**src/rtl/pc_fetch_unit_pkg.sv**
```systemverilog
// Shared encodings for the fetch stage: next-PC selects, FSM states and trap causes.
package pc_fetch_unit_pkg;

   localparam logic [1:0] PCSRC_SEQ  = 2'b00;
   localparam logic [1:0] PCSRC_BR   = 2'b01;
   localparam logic [1:0] PCSRC_JALR = 2'b10;

   typedef enum logic [1:0] {
      ST_BOOT = 2'b00,
      ST_RUN  = 2'b01,
      ST_HALT = 2'b10,
      ST_TRAP = 2'b11
   } fetch_state_t;

   typedef enum logic [1:0] {
      CAUSE_NONE     = 2'b00,
      CAUSE_MISALIGN = 2'b01,
      CAUSE_RANGE    = 2'b10
   } trap_cause_t;

endpackage

```
**src/rtl/pc_fetch_unit_next_pc_calc.sv**
```systemverilog
// Combinational next-PC select plus alignment and instruction-memory range checks.
module pc_fetch_unit_next_pc_calc
   import pc_fetch_unit_pkg::*;
#(
   parameter int IMEM_WORDS = 64
) (
   input  logic [31:0] pc,
   input  logic [1:0]  pc_src,
   input  logic [31:0] imm_ext,
   input  logic [31:0] jalr_target,
   output logic [31:0] next_pc,
   output logic [31:0] pc_plus4,
   output logic        misaligned,
   output logic        out_of_range
);

   assign pc_plus4 = pc + 32'd4;

   // The reserved select 11 falls through to sequential.
   always_comb begin
      next_pc = pc_plus4;
      case (pc_src)
         PCSRC_BR:   next_pc = pc + imm_ext;
         PCSRC_JALR: next_pc = jalr_target & ~32'h1;
         default:    next_pc = pc_plus4;
      endcase
   end

   assign misaligned   = (next_pc[1:0] != 2'b00);
   assign out_of_range = ({2'b00, next_pc[31:2]} >= 32'(IMEM_WORDS));

endmodule

```
**src/rtl/pc_fetch_unit.sv**
```systemverilog
// PC register, fetch FSM (boot bubble, halt, sticky trap) and saturating retire counter.
module pc_fetch_unit
   import pc_fetch_unit_pkg::*;
#(
   parameter logic [31:0] RESET_VECTOR = 32'h0000_0000,
   parameter int          IMEM_WORDS   = 64
) (
   input  logic        CLK,
   input  logic        Reset,
   input  logic        Stall,
   input  logic [1:0]  PCSrc,
   input  logic [31:0] ImmExt,
   input  logic [31:0] JalrTarget,
   input  logic        HaltReq,
   output logic [31:0] PC,
   output logic [31:0] PCPlus4,
   output logic [31:0] IMemAddr,
   output logic        Valid,
   output logic        Trap,
   output logic [1:0]  TrapCause,
   output logic [31:0] RetireCount,
   output logic [1:0]  State
);

   fetch_state_t state_q, state_d;
   trap_cause_t  cause_q, cause_d;
   logic [31:0]  pc_q, pc_d, retire_q, next_pc;
   logic         retire, misaligned, out_of_range;

   pc_fetch_unit_next_pc_calc #(.IMEM_WORDS(IMEM_WORDS)) u_next_pc_calc (
      .pc           (pc_q),
      .pc_src       (PCSrc),
      .imm_ext      (ImmExt),
      .jalr_target  (JalrTarget),
      .next_pc      (next_pc),
      .pc_plus4     (PCPlus4),
      .misaligned   (misaligned),
      .out_of_range (out_of_range)
   );

   always_ff @(posedge CLK) begin
      if (Reset) begin
         state_q  <= ST_BOOT;
         cause_q  <= CAUSE_NONE;
         pc_q     <= RESET_VECTOR;
         retire_q <= 32'd0;
      end else begin
         state_q <= state_d;
         cause_q <= cause_d;
         pc_q    <= pc_d;
         if (retire && (retire_q != 32'hFFFF_FFFF))
            retire_q <= retire_q + 32'd1;
      end
   end

   // Halt outranks a bad target; a faulting instruction still retires with PC held.
   always_comb begin
      state_d = state_q;
      cause_d = cause_q;
      pc_d    = pc_q;
      retire  = 1'b0;
      case (state_q)
         ST_BOOT: state_d = ST_RUN;
         ST_RUN: begin
            if (!Stall) begin
               retire = 1'b1;
               if (HaltReq) begin
                  state_d = ST_HALT;
               end else if (misaligned) begin
                  state_d = ST_TRAP;
                  cause_d = CAUSE_MISALIGN;
               end else if (out_of_range) begin
                  state_d = ST_TRAP;
                  cause_d = CAUSE_RANGE;
               end else begin
                  pc_d = next_pc;
               end
            end
         end
         default: state_d = state_q;
      endcase
   end

   assign PC          = pc_q;
   assign IMemAddr    = {2'b00, pc_q[31:2]};
   assign Valid       = (state_q == ST_RUN);
   assign Trap        = (state_q == ST_TRAP);
   assign TrapCause   = cause_q;
   assign RetireCount = retire_q;
   assign State       = state_q;

endmodule

```
**config.mk**
```make
export PLATFORM = sky130hd
export DESIGN_NAME = pc_fetch_unit
export DESIGN_NICKNAME = d
export VERILOG_FILES = /design/src/rtl/pc_fetch_unit_pkg.sv /design/src/rtl/pc_fetch_unit_next_pc_calc.sv /design/src/rtl/pc_fetch_unit.sv
export SDC_FILE = /design/constraint.sdc
export NUM_CORES = 1
export LEC_CHECK = 0
export CAP_MARGIN = 20
export CORE_ASPECT_RATIO = 0.5
export CORE_MARGIN = 3
export CORE_UTILIZATION = 40
export CTS_CLUSTER_DIAMETER = 120
export CTS_CLUSTER_SIZE = 20
export DETAILED_ROUTE_END_ITERATION = 16
export PLACE_DENSITY = 0.73
export SETUP_SLACK_MARGIN = 0.4
export SYNTH_ARGS = -nofsm -noshare
export SYNTH_HDL_FRONTEND = slang
export SYNTH_SLANG_ARGS = --single-unit
```
**constraint.sdc**
```tcl
create_clock -name CLK -period 10.67 [get_ports CLK]
set_input_delay 1.067 -clock CLK [delete_from_list [all_inputs] [get_ports CLK]]
set_output_delay 1.067 -clock CLK [all_outputs]
set_load 0.02 [all_outputs]
```
==> results.py <==
metrics = {
    "finish": {
        "nFillCells": 1288,
        "final_layout_size_suffix_gt1_share_pct": 3.93,
        "area_growth_pct": 37.0,
        "finish.net_count": 1017,
        "layout_common_cells": "clkdlybuf4s50_1, nor2_1, dfxtp_1, nand2_1, a21oi_1",
        "layout.cells.most_common": "clkdlybuf4s50_1",
        "fin_area_mm2": 0.00804,
        "diodes": 0,
    },
    "clock_tree": {
        "holdBufCountCts": 0,
        "worstSkewPairLatency_ps": 340,
        "cts.path.max_buffers": 2,
        "post-cts-setup-buffers": 0,
        "path_clk_slew_ps": 60,
        "cts_tree": "built",
        "cts_buffers": 9,
        "cts_root_buffer": "clkbuf_16",
        "h-tree-depth": 3,
        "cts_sinks": 68,
        "cts_resized": 0,
    },
    "timing": {
        "relSlewSlack_pct": 29.2,
        "slew_viol_final": 0,
        "finalHoldViolations": 0,
        "finalSetupViolations": 0,
        "tns_ps": 0,
        "worst_slew_pin_slew_ps": 1060,
        "layout_min_cycle_time_ps": 5520,
        "fin_skew_ps": 12.5,
        "fmaxAchievable_mhz": 181,
        "fin_crit_sh_pct": 51.7,
        "rsz0062_at_grt": "false",
    },
    "setup_path": {
        "critPathArrivalTime_ps": 5740,
        "worstSetupStartpointType": "input port",
        "critPathCaptureType": "flop",
        "startpoint": "PCSrc[0]",
        "crit_path_end": "PC[8]$_SDFFE_PP0P_",
        "worstPathMaxFanout": 26,
        "rr_worst_depth": 12,
        "r2r_setup_slack_ps": 6170,
        "worstSetupPathType": "input port to flop",
        "r2r_start": "PC[2]$_SDFFE_PP0P_",
        "regToRegEndpoint": "PC[8]$_SDFFE_PP0P_",
        "worstPathRequired_ps": 10890,
    },
    "logic_synthesis": {
        "muxShareOfSynthArea_pct": 1.73,
        "synth-simple-area-share_pct": 28.5,
        "synth-adder-area-share_pct": 7.80,
        "synth_xor_area_share_pct": 11.3,
        "synth.yosys.seq_area_share_pct": 23.2,
        "synth_enable_flop_cells": 0,
        "synth-seq-cells": 68,
        "async_flop_share_pct": 0,
        "syn_area_per_cell_um2": 7.69,
        "synth_top_family_by_area": "simple AND/OR/NAND/NOR gates",
        "synth_compound_area_share_pct": 19.6,
        "synth_ff_type": "dfxtp_1",
        "netlist_area_mm2": 0.00587,
        "syn_inst": 763,
        "yosysWarnings": 0,
        "yosysUniqueCellTypes": 77,
    },
    "route": {
        "ant_nets": 0,
        "via_per_inst": 5.70,
        "drt_iter0_drc": 407,
        "drtPass1Iterations": 5,
        "post-route-drc-count": 0,
        "via_count": 6309,
        "routedWlPerCell_um": 18.3,
        "drt_wl_total_mm": 20.3,
    },
    "placement": {
        "io_buffers": 200,
        "postPlaceCellArea_mm2": 0.00772,
        "place_hpwl_mm": 15.6,
        "gp_congestion": 0.914,
    },
    "grt": {
        "grt.overflow.total": 0,
        "grt_pass1_wl_mm": 31.2,
        "grt_pass1_vias": 5961,
        "antenna_found_initial": 0,
        "grt_max_degree": 47,
        "globalRouteTotalUtil_pct": 23.9,
    },
    "floorplan": {
        "die-area_mm2": 0.0163,
        "die_w_um": 177,
        "ios": 204,
        "start_util_pct": 42.1,
        "dieHeight_um": 91.7,
        "rows": 30,
        "core_mm2": 0.0139,
    },
    "power_and_ir_drop": {
        "powerDensity_mw_per_mm2": 86.8,
        "p_leak_nw": 3.15,
        "vdd_drop_max_mv": 0.0817,
        "power_frac_clock_pct": 46.9,
        "p_int_mw": 0.512,
        "p_sw_mw": 0.186,
        "seq_power_share_pct": 36.9,
        "switching_share_pct": 26.7,
        "combPwrFrac_pct": 16.1,
    },
    "run_status": {
        "status": "completed",
    },
    "hold_path": {
        "worstHoldPathType": "flop to flop",
    },
    "run": {
        "drv_cap": 0,
    },
}
logic make-up (layout without fill, tap and decap cells):
logic type / Yosys count / in the layout
and+or+nand+nor: 320 / 320
AOI/OAI and AO/OA: 172 / 172
buffers and inverters: 80 / 231
xor gates and xnor gates: 76 / 76
DFF: 68 / 68
adders and majority gates: 36 / 36
muxes: 10 / 10
other: 1 / 2
synth_stat cells, types with 12 or more instances:
cell      count  area, um^2
xor2_1       41         359
nor3_1       15        75.1
o21ai_0      36         180
nand4_1      29         181
clkbuf_1     24        90.1
buf_4        34         255
inv_1        14        52.6
xnor2_1      35         307
a21oi_1      52         260
nand2_1      68         255
nand3_1      33         165
and2_1       33         206
and3_1       13        81.3
ha_1         35         438
and4_1       12         105
dfxtp_1      68        1360
nor2_1       71         267
stage by stage:
stage	utilization, %	setup slack (ps)	power (mW)	hold WS (ps)	std cells
2_1_floorplan	-	6360	0.327	550	764
3_3_place_gp	55.5	5050	0.372	462	1092
3_5_place_dp	55.5	4970	0.373	483	1092
4_1_cts	57.7	5310	0.697	491	1107
5_1_grt	57.7	5000	0.720	511	1107
6_report	57.7	5150	0.698	492	1107
critical path: stages:
cell	delay, ps
clkdlybuf4s50_1	480
inv_1	50
ha_1	720
inv_1	610
nor2_1	220
or4b_1	510
o41ai_1	380
nand3_1	150
a221o_1	350
nor3_4	490
a21oi_2	390
and2_1	310
final cells by class:
cell class              count  area (um^2)  share of cell area, %
well taps                 192          240                   2.99
repair buffers            201         2010                   25.0
flip-flops and latches     68         1360                   16.9
inverters                  15         56.3                  0.700
clock inverters             6         88.8                   1.11
multi-input cells         616         4060                   50.5
clock buffers               9          225                   2.80
flip-flops by register name, indices dropped and copies added (netlist names):
name,flops
PC,32
TrapCause,2
RetireCount,32
State,2
routing by layer:
layer  up-vias  GRT usage [%]  part of all wire, %
met4         0           5.87                  1.5
met2       277           39.5                   46
met3        26           4.76                  7.3
li1       3029              -                    -
met1      2977           32.1                   45
met5         -              0                    0
how the worst min path moves through the flow:
stage                                    from                   endpoint  slack [ps]  cells after the start
global placement    TrapCause[0]$_SDFFE_PP0P_  TrapCause[0]$_SDFFE_PP0P_         460                      2
global route        TrapCause[0]$_SDFFE_PP0P_  TrapCause[0]$_SDFFE_PP0P_         510                      2
CTS                 TrapCause[0]$_SDFFE_PP0P_  TrapCause[0]$_SDFFE_PP0P_         490                      2
finish              TrapCause[0]$_SDFFE_PP0P_  TrapCause[0]$_SDFFE_PP0P_         490                      2
detailed placement  TrapCause[0]$_SDFFE_PP0P_  TrapCause[0]$_SDFFE_PP0P_         480                      2
floorplan           TrapCause[0]$_SDFFE_PP0P_  TrapCause[0]$_SDFFE_PP0P_         550                      2
power by group through the flow:
stage	clock network [mW]	logic (mW)	registers, mW
after global routing	0.342	0.121	0.258
final	0.328	0.113	0.258
after global placement	0	0.109	0.263
after floorplan	0	0.0618	0.265
after CTS	0.329	0.111	0.258
after detailed placement	0	0.110	0.263
(Power assumes the default switching activity.)
